==> src/rtl/microc_pkg.sv <==
// Shared opcodes, ALU op encodings, FSM state type and decoder bundle for the
// microc control unit.
package microc_pkg;

  localparam logic [5:0] OPC_LI   = 6'b100000;  // low two bits are don't-care
  localparam logic [5:0] OPC_J    = 6'b100100;
  localparam logic [5:0] OPC_JZ   = 6'b100101;
  localparam logic [5:0] OPC_JNZ  = 6'b100110;
  localparam logic [5:0] OPC_HALT = 6'b111111;

  localparam logic [2:0] ALU_PASS = 3'b000;
  localparam logic [2:0] ALU_ADD  = 3'b010;
  localparam logic [2:0] ALU_SUB  = 3'b011;

  typedef enum logic [1:0] {
    S_FETCH,
    S_EXEC,
    S_HALT
  } state_e;

  typedef struct packed {
    logic       s_inc;
    logic       s_inm;
    logic       we3;
    logic       wez;
    logic [2:0] op;
    logic       is_halt;
    logic       is_illegal;
  } dec_t;

endpackage

==> src/rtl/microc_ctrl_fsm_if.sv <==
// Control/status bundle between the microc datapath (master) and the
// control unit (slave).
interface microc_ctrl_fsm_if #(
  parameter int CNT_W = 16
);
  logic [5:0]       opcode;
  logic             z;
  logic             s_inc;
  logic             s_inm;
  logic             we3;
  logic             wez;
  logic [2:0]       op;
  logic             pc_we;
  logic             halted;
  logic             illegal;
  logic [CNT_W-1:0] instr_cnt;

  modport master (
    output opcode, z,
    input  s_inc, s_inm, we3, wez, op, pc_we, halted, illegal, instr_cnt
  );

  modport slave (
    input  opcode, z,
    output s_inc, s_inm, we3, wez, op, pc_we, halted, illegal, instr_cnt
  );
endinterface

==> src/rtl/microc_ctrl_dec.sv <==
// Combinational instruction decoder: maps the latched opcode and live zero
// flag to datapath strobes plus halt/illegal classification.
module microc_ctrl_dec
  import microc_pkg::*;
#(
  parameter logic [5:0] HALT_OPC = OPC_HALT
) (
  input  logic [5:0] ir_i,
  input  logic       z_i,
  output dec_t       dec_o
);

  always_comb begin
    dec_o       = '0;
    dec_o.s_inc = 1'b1;
    dec_o.op    = ALU_PASS;
    // Halt is tested first so an overridden HALT_OPC wins over any other class.
    if (ir_i == HALT_OPC) begin
      dec_o.s_inc   = 1'b0;
      dec_o.is_halt = 1'b1;
    end else if (!ir_i[5]) begin
      dec_o.op  = ir_i[4:2];
      dec_o.we3 = 1'b1;
      dec_o.wez = 1'b1;
    end else if (ir_i[5:2] == OPC_LI[5:2]) begin
      dec_o.s_inm = 1'b1;
      dec_o.we3   = 1'b1;
    end else if (ir_i == OPC_J) begin
      dec_o.s_inc = 1'b0;
    end else if (ir_i == OPC_JZ) begin
      dec_o.s_inc = ~z_i;
    end else if (ir_i == OPC_JNZ) begin
      dec_o.s_inc = z_i;
    end else begin
      dec_o.is_illegal = 1'b1;
    end
  end

endmodule

==> src/rtl/microc_ctrl_fsm.sv <==
// microc multicycle control unit: FETCH/EXEC sequencing, halt, sticky illegal
// flag and retired-instruction counter. MICROC_CTRL_STEP_EN adds a step input.
module microc_ctrl_fsm
  import microc_pkg::*;
#(
  parameter int         CNT_W    = 16,
  parameter logic [5:0] HALT_OPC = OPC_HALT
) (
  input  logic clk,
  input  logic reset,
`ifdef MICROC_CTRL_STEP_EN
  input  logic step,
`endif
  microc_ctrl_fsm_if.slave bus
);

  state_e           state_q, state_d;
  logic [5:0]       ir_q, ir_d;
  logic [CNT_W-1:0] cnt_q, cnt_d;
  logic             ill_q, ill_d;
  logic             advance;
  dec_t             dec;

`ifdef MICROC_CTRL_STEP_EN
  assign advance = step;
`else
  assign advance = 1'b1;
`endif

  microc_ctrl_dec #(.HALT_OPC(HALT_OPC)) u_dec (
    .ir_i  (ir_q),
    .z_i   (bus.z),
    .dec_o (dec)
  );

  always_ff @(posedge clk or posedge reset) begin
    if (reset) begin
      state_q <= S_FETCH;
      ir_q    <= '0;
      cnt_q   <= '0;
      ill_q   <= 1'b0;
    end else begin
      state_q <= state_d;
      ir_q    <= ir_d;
      cnt_q   <= cnt_d;
      ill_q   <= ill_d;
    end
  end

  always_comb begin
    state_d = state_q;
    ir_d    = ir_q;
    cnt_d   = cnt_q;
    ill_d   = ill_q;
    case (state_q)
      S_FETCH: begin
        if (advance) begin
          ir_d    = bus.opcode;
          state_d = S_EXEC;
        end
      end
      S_EXEC: begin
        if (dec.is_halt) begin
          state_d = S_HALT;
        end else begin
          state_d = S_FETCH;
          cnt_d   = cnt_q + CNT_W'(1);
          if (dec.is_illegal) ill_d = 1'b1;
        end
      end
      S_HALT:  state_d = S_HALT;
      default: state_d = S_FETCH;
    endcase
  end

  always_comb begin
    bus.s_inc     = 1'b0;
    bus.s_inm     = 1'b0;
    bus.we3       = 1'b0;
    bus.wez       = 1'b0;
    bus.op        = ALU_PASS;
    bus.pc_we     = 1'b0;
    bus.halted    = (state_q == S_HALT);
    bus.illegal   = ill_q;
    bus.instr_cnt = cnt_q;
    if (state_q == S_EXEC) begin
      bus.s_inc = dec.s_inc;
      bus.s_inm = dec.s_inm;
      bus.we3   = dec.we3;
      bus.wez   = dec.wez;
      bus.op    = dec.op;
      bus.pc_we = ~dec.is_halt;
    end
  end

endmodule

==> src/flat_wrapper.sv <==
// flat-port wrapper written by rule: the top's interface ports become plain ports
module microc_ctrl_fsm_flat import microc_pkg::*;
#(
  parameter int         CNT_W    = 16,
  parameter logic [5:0] HALT_OPC = OPC_HALT
)
  (clk, reset, bus_opcode, bus_z, bus_s_inc, bus_s_inm, bus_we3, bus_wez, bus_op, bus_pc_we, bus_halted, bus_illegal, bus_instr_cnt);
  microc_ctrl_fsm_if #(.CNT_W(CNT_W)) bus_i ();
  input  logic clk;
  input  logic reset;
  input wire logic [$bits(bus_i.opcode)-1:0] bus_opcode;
  input wire logic [$bits(bus_i.z)-1:0] bus_z;
  output wire logic [$bits(bus_i.s_inc)-1:0] bus_s_inc;
  output wire logic [$bits(bus_i.s_inm)-1:0] bus_s_inm;
  output wire logic [$bits(bus_i.we3)-1:0] bus_we3;
  output wire logic [$bits(bus_i.wez)-1:0] bus_wez;
  output wire logic [$bits(bus_i.op)-1:0] bus_op;
  output wire logic [$bits(bus_i.pc_we)-1:0] bus_pc_we;
  output wire logic [$bits(bus_i.halted)-1:0] bus_halted;
  output wire logic [$bits(bus_i.illegal)-1:0] bus_illegal;
  output wire logic [$bits(bus_i.instr_cnt)-1:0] bus_instr_cnt;
  assign bus_i.opcode = bus_opcode;
  assign bus_i.z = bus_z;
  assign bus_s_inc = bus_i.s_inc;
  assign bus_s_inm = bus_i.s_inm;
  assign bus_we3 = bus_i.we3;
  assign bus_wez = bus_i.wez;
  assign bus_op = bus_i.op;
  assign bus_pc_we = bus_i.pc_we;
  assign bus_halted = bus_i.halted;
  assign bus_illegal = bus_i.illegal;
  assign bus_instr_cnt = bus_i.instr_cnt;
  microc_ctrl_fsm #(.CNT_W(CNT_W), .HALT_OPC(HALT_OPC)) u_core (.clk(clk), .reset(reset), .bus(bus_i));
endmodule
==> config.mk <==
export PLATFORM = sky130hd
export DESIGN_NAME = microc_ctrl_fsm_flat
export DESIGN_NICKNAME = d
export VERILOG_FILES = /design/src/rtl/microc_pkg.sv /design/src/rtl/microc_ctrl_fsm_if.sv /design/src/rtl/microc_ctrl_dec.sv /design/src/rtl/microc_ctrl_fsm.sv /design/src/flat_wrapper.sv
export SDC_FILE = /design/constraint.sdc
export NUM_CORES = 1
export LEC_CHECK = 0
export ABC_AREA = 0
export BUFFER_PORTS_ARGS = -buffer_cell sky130_fd_sc_hd__buf_2
export CORE_AREA = 8 8 47 77
export CTS_CLUSTER_SIZE = 12
export DETAILED_ROUTE_END_ITERATION = 7
export DIE_AREA = 0 0 55 85
export GPL_TIMING_DRIVEN = 0
export PLACE_DENSITY = 0.77
export RECOVER_POWER = 100
export SLEW_MARGIN = 15
export SYNTH_ARGS = -nofsm -noshare
export SYNTH_HDL_FRONTEND = slang
export SYNTH_HIERARCHICAL = 1
export SYNTH_SLANG_ARGS = --single-unit
==> constraint.sdc <==
create_clock -name clk -period 1.8 [get_ports clk]
set_input_delay 0 -clock clk [delete_from_list [all_inputs] [get_ports clk]]
set_output_delay 0 -clock clk [all_outputs]
set_load 0.005 [all_outputs]
=== Yosys cells after proc, flatten, opt, wreduce, memory -nomap -nowiden ===
Index checks and enable logic that the tools add are counted.

* $add $sub $neg: 1
* Reductions and logical operators: 3
* Eq/ne operators: 7
* Multiplexer cells: 25
* Bitwise operators: 2

{| class="wikitable"
|+ Operator list
! operator !! number
|-
| == test 6 bit, second input constant || 4
|-
| 2-to-1 mux 1 bit || 18
|-
| adder 16 x 1 -> 16 bit, second input constant || 1
|-
| 2-to-1 mux 2 bit || 3
|-
| 2-to-1 mux 6 bit || 1
|-
| one-hot mux 2 bit (3 select lines) || 1
|-
| == test 4 bit, second input constant || 1
|-
| 2-to-1 mux 4 bit || 1
|-
| 2-to-1 mux 3 bit || 1
|-
| AND reduction 3 bit || 1
|-
| == test 2 x 1 -> 1 bit, second input constant || 1
|-
| == test 2 bit, second input constant || 1
|-
| zero test 2 bit || 1
|-
| inverter 1 bit || 2
|-
| AND reduction 2 bit || 1
|}

* Flip-flop bits (word level): 25
* Output and inout port bits: 26

=== Longest topological paths before layout ===
Gate-level depths: netlist of run 1.

* Word-level depth: 8
* Mapped depth: 7
* Mapped depth without buffers: 6

=== By module ===
Netlist of run 1, hierarchy kept.

{| class="wikitable"
|+ Modules (own cells, without submodules)
! module !! cells an instance !! area each (µm²) !! instances
|-
| microc_ctrl_fsm || 87 || 1,094.8 || 1
|-
| microc_ctrl_dec || 16 || 126.4 || 1
|}

=== Worst setup path after synthesis of run 1 ===
No wires, ideal clock.

* Kind: register to register
* Start point: reg u_core.ir_q[3]
* End point: reg u_core.cnt_q[15] (netlist: u_core/bus.instr_cnt[15])
* Required time: 1.677 ns
* Slack: 0.148 ns
* Cell stages (with the launch flop): 7
* Data arrival time: 1.529 ns
* Path through: dfrtp_1 -> nand4_1 -> nor2_1 -> nand4bb_1 -> nor4_4 -> nand4_1 -> xnor2_1

{| class="wikitable"
|+ RTL lines
! item !! RTL line !! RTL
|-
| start, declared || microc_ctrl_fsm.sv:18 || <nowiki>logic [5:0] ir_q, ir_d;</nowiki>
|-
| start signal, assigned || microc_ctrl_fsm.sv:44 || <nowiki>ir_q <= ir_d;</nowiki>
|-
| end signal, assigned || microc_ctrl_fsm.sv:45 || <nowiki>cnt_q <= cnt_d;</nowiki>
|-
| end, declared || microc_ctrl_fsm.sv:19 || <nowiki>logic [CNT_W-1:0] cnt_q, cnt_d;</nowiki>
|}

==> reports/results.txt, run 1 <==
Status -> completed
Syn avg cell area -> 11.9 sq um
CTS HTree Levels -> 1
CP Capture Type -> register
Nets@finish -> 165
Delay-heaviest family, CP -> simple AND/OR/NAND/NOR gates
Final Max Slew Viols -> 0
Initial core utilization -> 0.465
WP data required -> 1.94 ns
Synth Cell Area -> 1220 sq um
Layout cells sized above 1 -> 0.331
Vias in the first global route -> 966
Clock buffer depth -> 2
Initial antenna violation count -> 0
Setup ws final -> 0.115 ns
HP Class -> register to register
Synth Net Count -> 113
Reg-to-reg critical path startpoint -> u_core/ir_q[3]
Post-synth top area share -> 0.512
Hold_sp -> u_core/bus.illegal
Total power -> 2160 uW
GPL Wtd Cong -> 0.838
Final hold viol count -> 0
Most used cell, CP -> nand4_1
DRC viols -> 0
Routed Antenna Nets -> 0
Clock latency at the later pin of the worst-skew pair -> 0.26 ns
Final Skew -> 0.00231 ns
TritonCTS Sinks -> 25
Netlist cell types -> 27
Chip Width -> 55 um
Critical path class -> register to register
Top post-synthesis cells by area -> dfrtp_1 (51%), xnor2_1 (7.9%), mux2_2 (6.5%), and2_1 (4.1%), xor2_1 (2.9%)
Worst vdd ir -> 806 uV
Final-layout fill cell count -> 225
Seq/Total Area, Yosys -> 0.512
GR Overflow Total -> 0
Cell Chain, Critical Path -> nand4_1 -> nor2_2 -> nor3b_4 -> and3_1 -> buf_4 -> nand4_1 -> xnor2_1
Synth Instances -> 103
Synth warn -> 6
Max Fclk -> 594 MHz
Port bufs -> 34
Post-place setup slack -> -0.0189 ns
Arrival @ worst endpoint -> 1.83 ns
Max cap viols -> 0
Area occupied by multi-input gates -> 599 sq um
Antenna Cells -> 0
Critical Path Start -> u_core/ir_q[3]
CTS tree -> done
CTS Root Cell -> clkbuf_8
Synth area leader -> dfrtp_1
Post-route cell area -> 1600 sq um
Worst slew margin -> 0.384
Worst path max stage delay -> 0.44 ns
Initial drt markers -> 22
Io pins -> 35
Worst-Margin Slew -> 0.923 ns
Fin crit share -> 0.936
FF+latch area -> 631 sq um
Final min period -> 1.68 ns
Area Growth Syn to Fin -> 30.7%
CP Max Fanout -> 6
CORE AREA -> 2630 sq um
Worst-path cell with the longest stage delay -> dfrtp_2
CTS clk-pin slew, worst paths -> 0.08 ns
Synth Register Bits -> 25
Startpoint class of the critical path -> register
Drt pass-1 iters -> 6
Final cell utilization of the core -> 0.608
Vias/cell -> 5.21
Final WL -> 2690 um
Die Ht -> 85 um
# setup viols final -> 0
Via count -> 943
Rows -> 25
Post-DP HPWL -> 1920 um
CTS buffer count -> 3
Largest net degree at the start of global routing -> 26
WP buf/inv -> 1
Drt wl/cell -> 14.9 um
Die Area -> 4680 sq um
Leakage Power -> 0.000762 uW
GRT Total Usage -> 0.113
Global-route wire length before repair -> 4230 um
DP Area -> 1430 sq um
Pwr Density -> 1350 nW/um^2
-- cell usage after synthesis --
master and instances:
a21o_1 2, a2bb2oi_1 1, a311o_1 1, and2_1 8, and2b_1 1, and3_1 3
buf_4 1, dfrtp_1 25, ha_1 1, inv_1 2, mux2_2 7, mux2i_1 1
nand2_1 9, nand3_1 4, nand4_1 5, nand4bb_1 1, nor2_1 5, nor2b_1 4
nor3b_4 1, nor4_4 1, nor4b_4 1, nor4bb_1 1, o211a_1 1, or2_2 1
or2b_1 1, xnor2_1 11, xor2_1 4
-- power breakdown --
| group | internal, uW | switching [uW] | leakage, uW |
|---|---|---|---|
| combinational | 528 | 388 | 0.000428 |
| clock | 158 | 159 | 0.0000228 |
| sequential | 721 | 208 | 0.000311 |
| total | 1410 | 755 | 0.000762 |
-- cells in the final DEF (no fill, tap or decap), drive strengths merged, types with 2 or more instances in the layout --
cell type	instances
mux2	7
xnor2	11
nand3	4
dfrtp	25
inv	2
and2	8
clkbuf	14
a21o	2
nand2	9
nor2b	4
and3	3
nor2	5
buf	31
dlygate4sd3	7
xor2	4
nand4	5
-- kinds of logic (layout without fill, tap and decap cells) --
kind of cell | count (synthesis) | in the layout | share of synthesized area
buffers and inverters | 3 | 54 | 0.0123
and+or+nand+nor | 46 | 46 | 0.249
adders and majority gates | 1 | 1 | 0.0102
DFF | 25 | 25 | 0.512
muxes | 8 | 8 | 0.0727
xor gates and xnor gates | 15 | 15 | 0.108
AOI/OAI and AO/OA | 5 | 5 | 0.0359
-- area by class of cell --
class,count,area share
Sequential cell,25,0.395
Inverter,2,0.00470
Buffer,1,0.00470
Timing Repair Buffer,47,0.171
Clock buffer,4,0.0282
Tap cell,27,0.0212
Multi-Input combinational cell,75,0.375
-- per-stage QoR --
step | hold slack (ns) | std cells | TNS [ns]
floorplan | 0.0273 | 103 | 0
global placement | 0.231 | 164 | -0.00936
detailed placement | 0.236 | 164 | -0.0189
CTS | 0.464 | 175 | 0
global route | 0.480 | 181 | -0.00131
finish | 0.466 | 181 | 0
-- flip-flops by register name, summed over array words and instances, names as in the netlist --
register	cells
u_core/bus.instr_cnt	16
u_core/ir_q	6
u_core/state_q	2
u_core/bus.illegal	1
-- worst paths after layout --
check                                           to  slack [ns]  cells after the start
min                             u_core/bus.illegal        0.47                      1
min reg2reg                     u_core/bus.illegal        0.47                      1
max in group asynchronous           u_core/ir_q[2]        0.69                      3
max                        u_core/bus.instr_cnt[8]        0.12                      7
max reg2reg                u_core/bus.instr_cnt[8]        0.12                      7
min in group asynchronous        u_core/state_q[0]        0.49                      3
-- repair_timing --
item                                    in CTS  in global routing
pin swaps                                    1                  5
endpoints found under the setup margin       3                 10
gates resized for setup                      0                  6
endpoints found under the hold margin       31                  0
hold buffers                                 7                  0
setup buffers                                0                  6
-- worst reg2reg max path, delay by kind of cell (launching register included) --
family	cells	cell delay, ns
buffers and inverters	1	0.14
DFF	1	0.44
and+or+nand+nor	5	0.86
xor gates and xnor gates	1	0.15
-- metal layers --
layer	part of all wire	vias up	track usage
li1	-	453	-
met5	0	-	0
met4	0.0052	0	0.0198
met1	0.37	460	0.124
met3	0.079	2	0.0280
met2	0.55	28	0.203
(Power assumes the default switching activity.)
==> inputs of run 2 (changes only) <==
--- a/config.mk
+++ b/config.mk
@@ -12,7 +12,7 @@
 export DETAILED_ROUTE_END_ITERATION = 7
 export DIE_AREA = 0 0 55 85
 export GPL_TIMING_DRIVEN = 0
-export PLACE_DENSITY = 0.77
+export PLACE_DENSITY = 0.84
 export RECOVER_POWER = 100
 export SLEW_MARGIN = 15
 export SYNTH_ARGS = -nofsm -noshare
==> run 2 against run 1 <==
  * Count of clock-buffer cells in the layout is 1 lower
  * Clock power up 3%
  * Die area did not move
  * Sequential share of layout area increased by 0.69 points
  * Sequential power is 3.6% higher
  * Sequential cell count is the same
  * Worst setup slack lost 0.027 ns
  * First-iteration DRC count down 36%
==> reports/results.txt, run 2 (synthesis results as in run 1) <==
WP data required -> 1.98 ns
Via count -> 954
CORE AREA -> 2630 sq um
Post-DP HPWL -> 1980 um
Setup ws final -> 0.0883 ns
Worst-Margin Slew -> 0.932 ns
CP Max Fanout -> 7
GR Overflow Total -> 0
Drt wl/cell -> 15.8 um
CTS clk-pin slew, worst paths -> 0.09 ns
Global-route wire length before repair -> 4630 um
Most frequent cells in the layout -> buf_2 (21), dfrtp_1 (21), clkbuf_1 (11), xnor2_1 (11), nand2_1 (9)
Final Max Slew Viols -> 0
Clock buffer depth -> 2
Vias in the first global route -> 1034
Initial core utilization -> 0.465
HP Class -> primary input to asynchronous set/reset pin
Initial drt markers -> 14
Worst-case reg-to-reg path depth -> 7
Final-layout fill cell count -> 246
Port bufs -> 34
GPL Wtd Cong -> 0.736
Total power -> 2150 uW
Chip Width -> 55 um
Max cap viols -> 0
DRC viols -> 0
Die Area -> 4680 sq um
Clock latency at the later pin of the worst-skew pair -> 0.26 ns
Final WL -> 2810 um
CTS buffer count -> 3
Die Ht -> 85 um
# setup viols final -> 0
Hold_ws -> 0.479 ns
CTS tree -> done
Startpoint class of the critical path -> register
Layout cells sized above 1 -> 0.298
Worst slew margin -> 0.378
Final hold viol count -> 0
Rows -> 25
Leakage Power -> 0.000737 uW
Arrival @ worst endpoint -> 1.89 ns
Fin crit share -> 0.951
Io pins -> 35
Post-place setup slack -> -0.0289 ns
Antenna Cells -> 0
Largest net degree at the start of global routing -> 26
Max Fclk -> 584 MHz
GRT Total Usage -> 0.126
Pwr Density -> 1370 nW/um^2
Final min period -> 1.71 ns
Initial antenna violation count -> 0
CP Capture Type -> register
Critical path class -> register to register
CTS Root Cell -> clkbuf_8
TritonCTS Sinks -> 25
Nets@finish -> 162
Vias/cell -> 5.36
Final Skew -> 0.00456 ns
Max reg flops -> 16
Drt pass-1 iters -> 4
CTS HTree Levels -> 1
Routed Antenna Nets -> 0
Status -> completed
Final cell utilization of the core -> 0.597
Area Growth Syn to Fin -> 28.5%
Worst vdd ir -> 900 uV
-- run 2: changes by cell type in the layout (fill, tap and decap cells not counted) --
cell,before,now
nor2_2,1,0
clkinv_2,0,1
buf_1,0,2
buf_2,24,21
nor2_1,4,5
buf_4,7,4
-- run 2: path summary, 6_finish.rpt --
kind	from	end	slack, ns
max	u_core/ir_q[4]	u_core/bus.instr_cnt[8]	0.09
min	reset	u_core/bus.instr_cnt[11]	0.48
max reg2reg	u_core/ir_q[4]	u_core/bus.instr_cnt[8]	0.09
min reg2reg	u_core/bus.illegal	u_core/bus.illegal	0.48
max in group asynchronous	reset	u_core/ir_q[5]	0.69
min in group clk	u_core/bus.illegal	u_core/bus.illegal	0.48
-- run 2: worst max-delay path, stage by stage, from the launching register on --
cell and delay (ns):
dfrtp_2 0.45, nand4_1 0.13, nor2_1 0.37, nor3b_4 0.10, and3_1 0.20, buf_4 0.15
nand4_1 0.10, xnor2_1 0.13
-- run 2: per-stage QoR --
| step | TNS, ns | cells | instance area, sq um |
|---|---|---|---|
| after global placement | 0 | 164 | 1430 |
| final | 0 | 178 | 1570 |
| after CTS | 0 | 175 | 1540 |
| after global routing | -0.0106 | 178 | 1570 |
| after detailed placement | -0.0289 | 164 | 1430 |
| after floorplan | 0 | 103 | 1220 |
-- run 2: cell type report --
cell class                      instances  area (sq um)  area share
Inverter                                2          7.51     0.00478
Multi-Input combinational cell         75           597       0.380
Clock buffer                            3          41.3      0.0263
Tap cell                               27          33.8      0.0215
Buffer                                  1          7.51     0.00478
Timing Repair Buffer                   44           246       0.157
Sequential cell                        25           631       0.402
Clock inverter                          1          5.00     0.00319
-- run 2: timing repair --
item,in CTS,in global routing
gates resized for setup,0,5
endpoints found under the setup margin,3,10
pin swaps,1,1
cloned,0,0
endpoints found under the hold margin,31,0
hold buffers,7,0
buffers inserted,0,3
-- run 2: power by group --
group	total (uW)	switching (uW)	internal [uW]
sequential	962	241	721
clock	326	172	154
combinational	866	363	503
total	2150	776	1380
-- run 2: layer usage --
| layer | vias to the layer above | track usage | share of wire |
|---|---|---|---|
| met4 | 0 | 0.0308 | 0.0068 |
| met1 | 482 | 0.142 | 0.40 |
| li1 | 451 | - | - |
| met2 | 19 | 0.227 | 0.55 |
| met3 | 2 | 0.0193 | 0.043 |
| met5 | - | 0 | 0 |
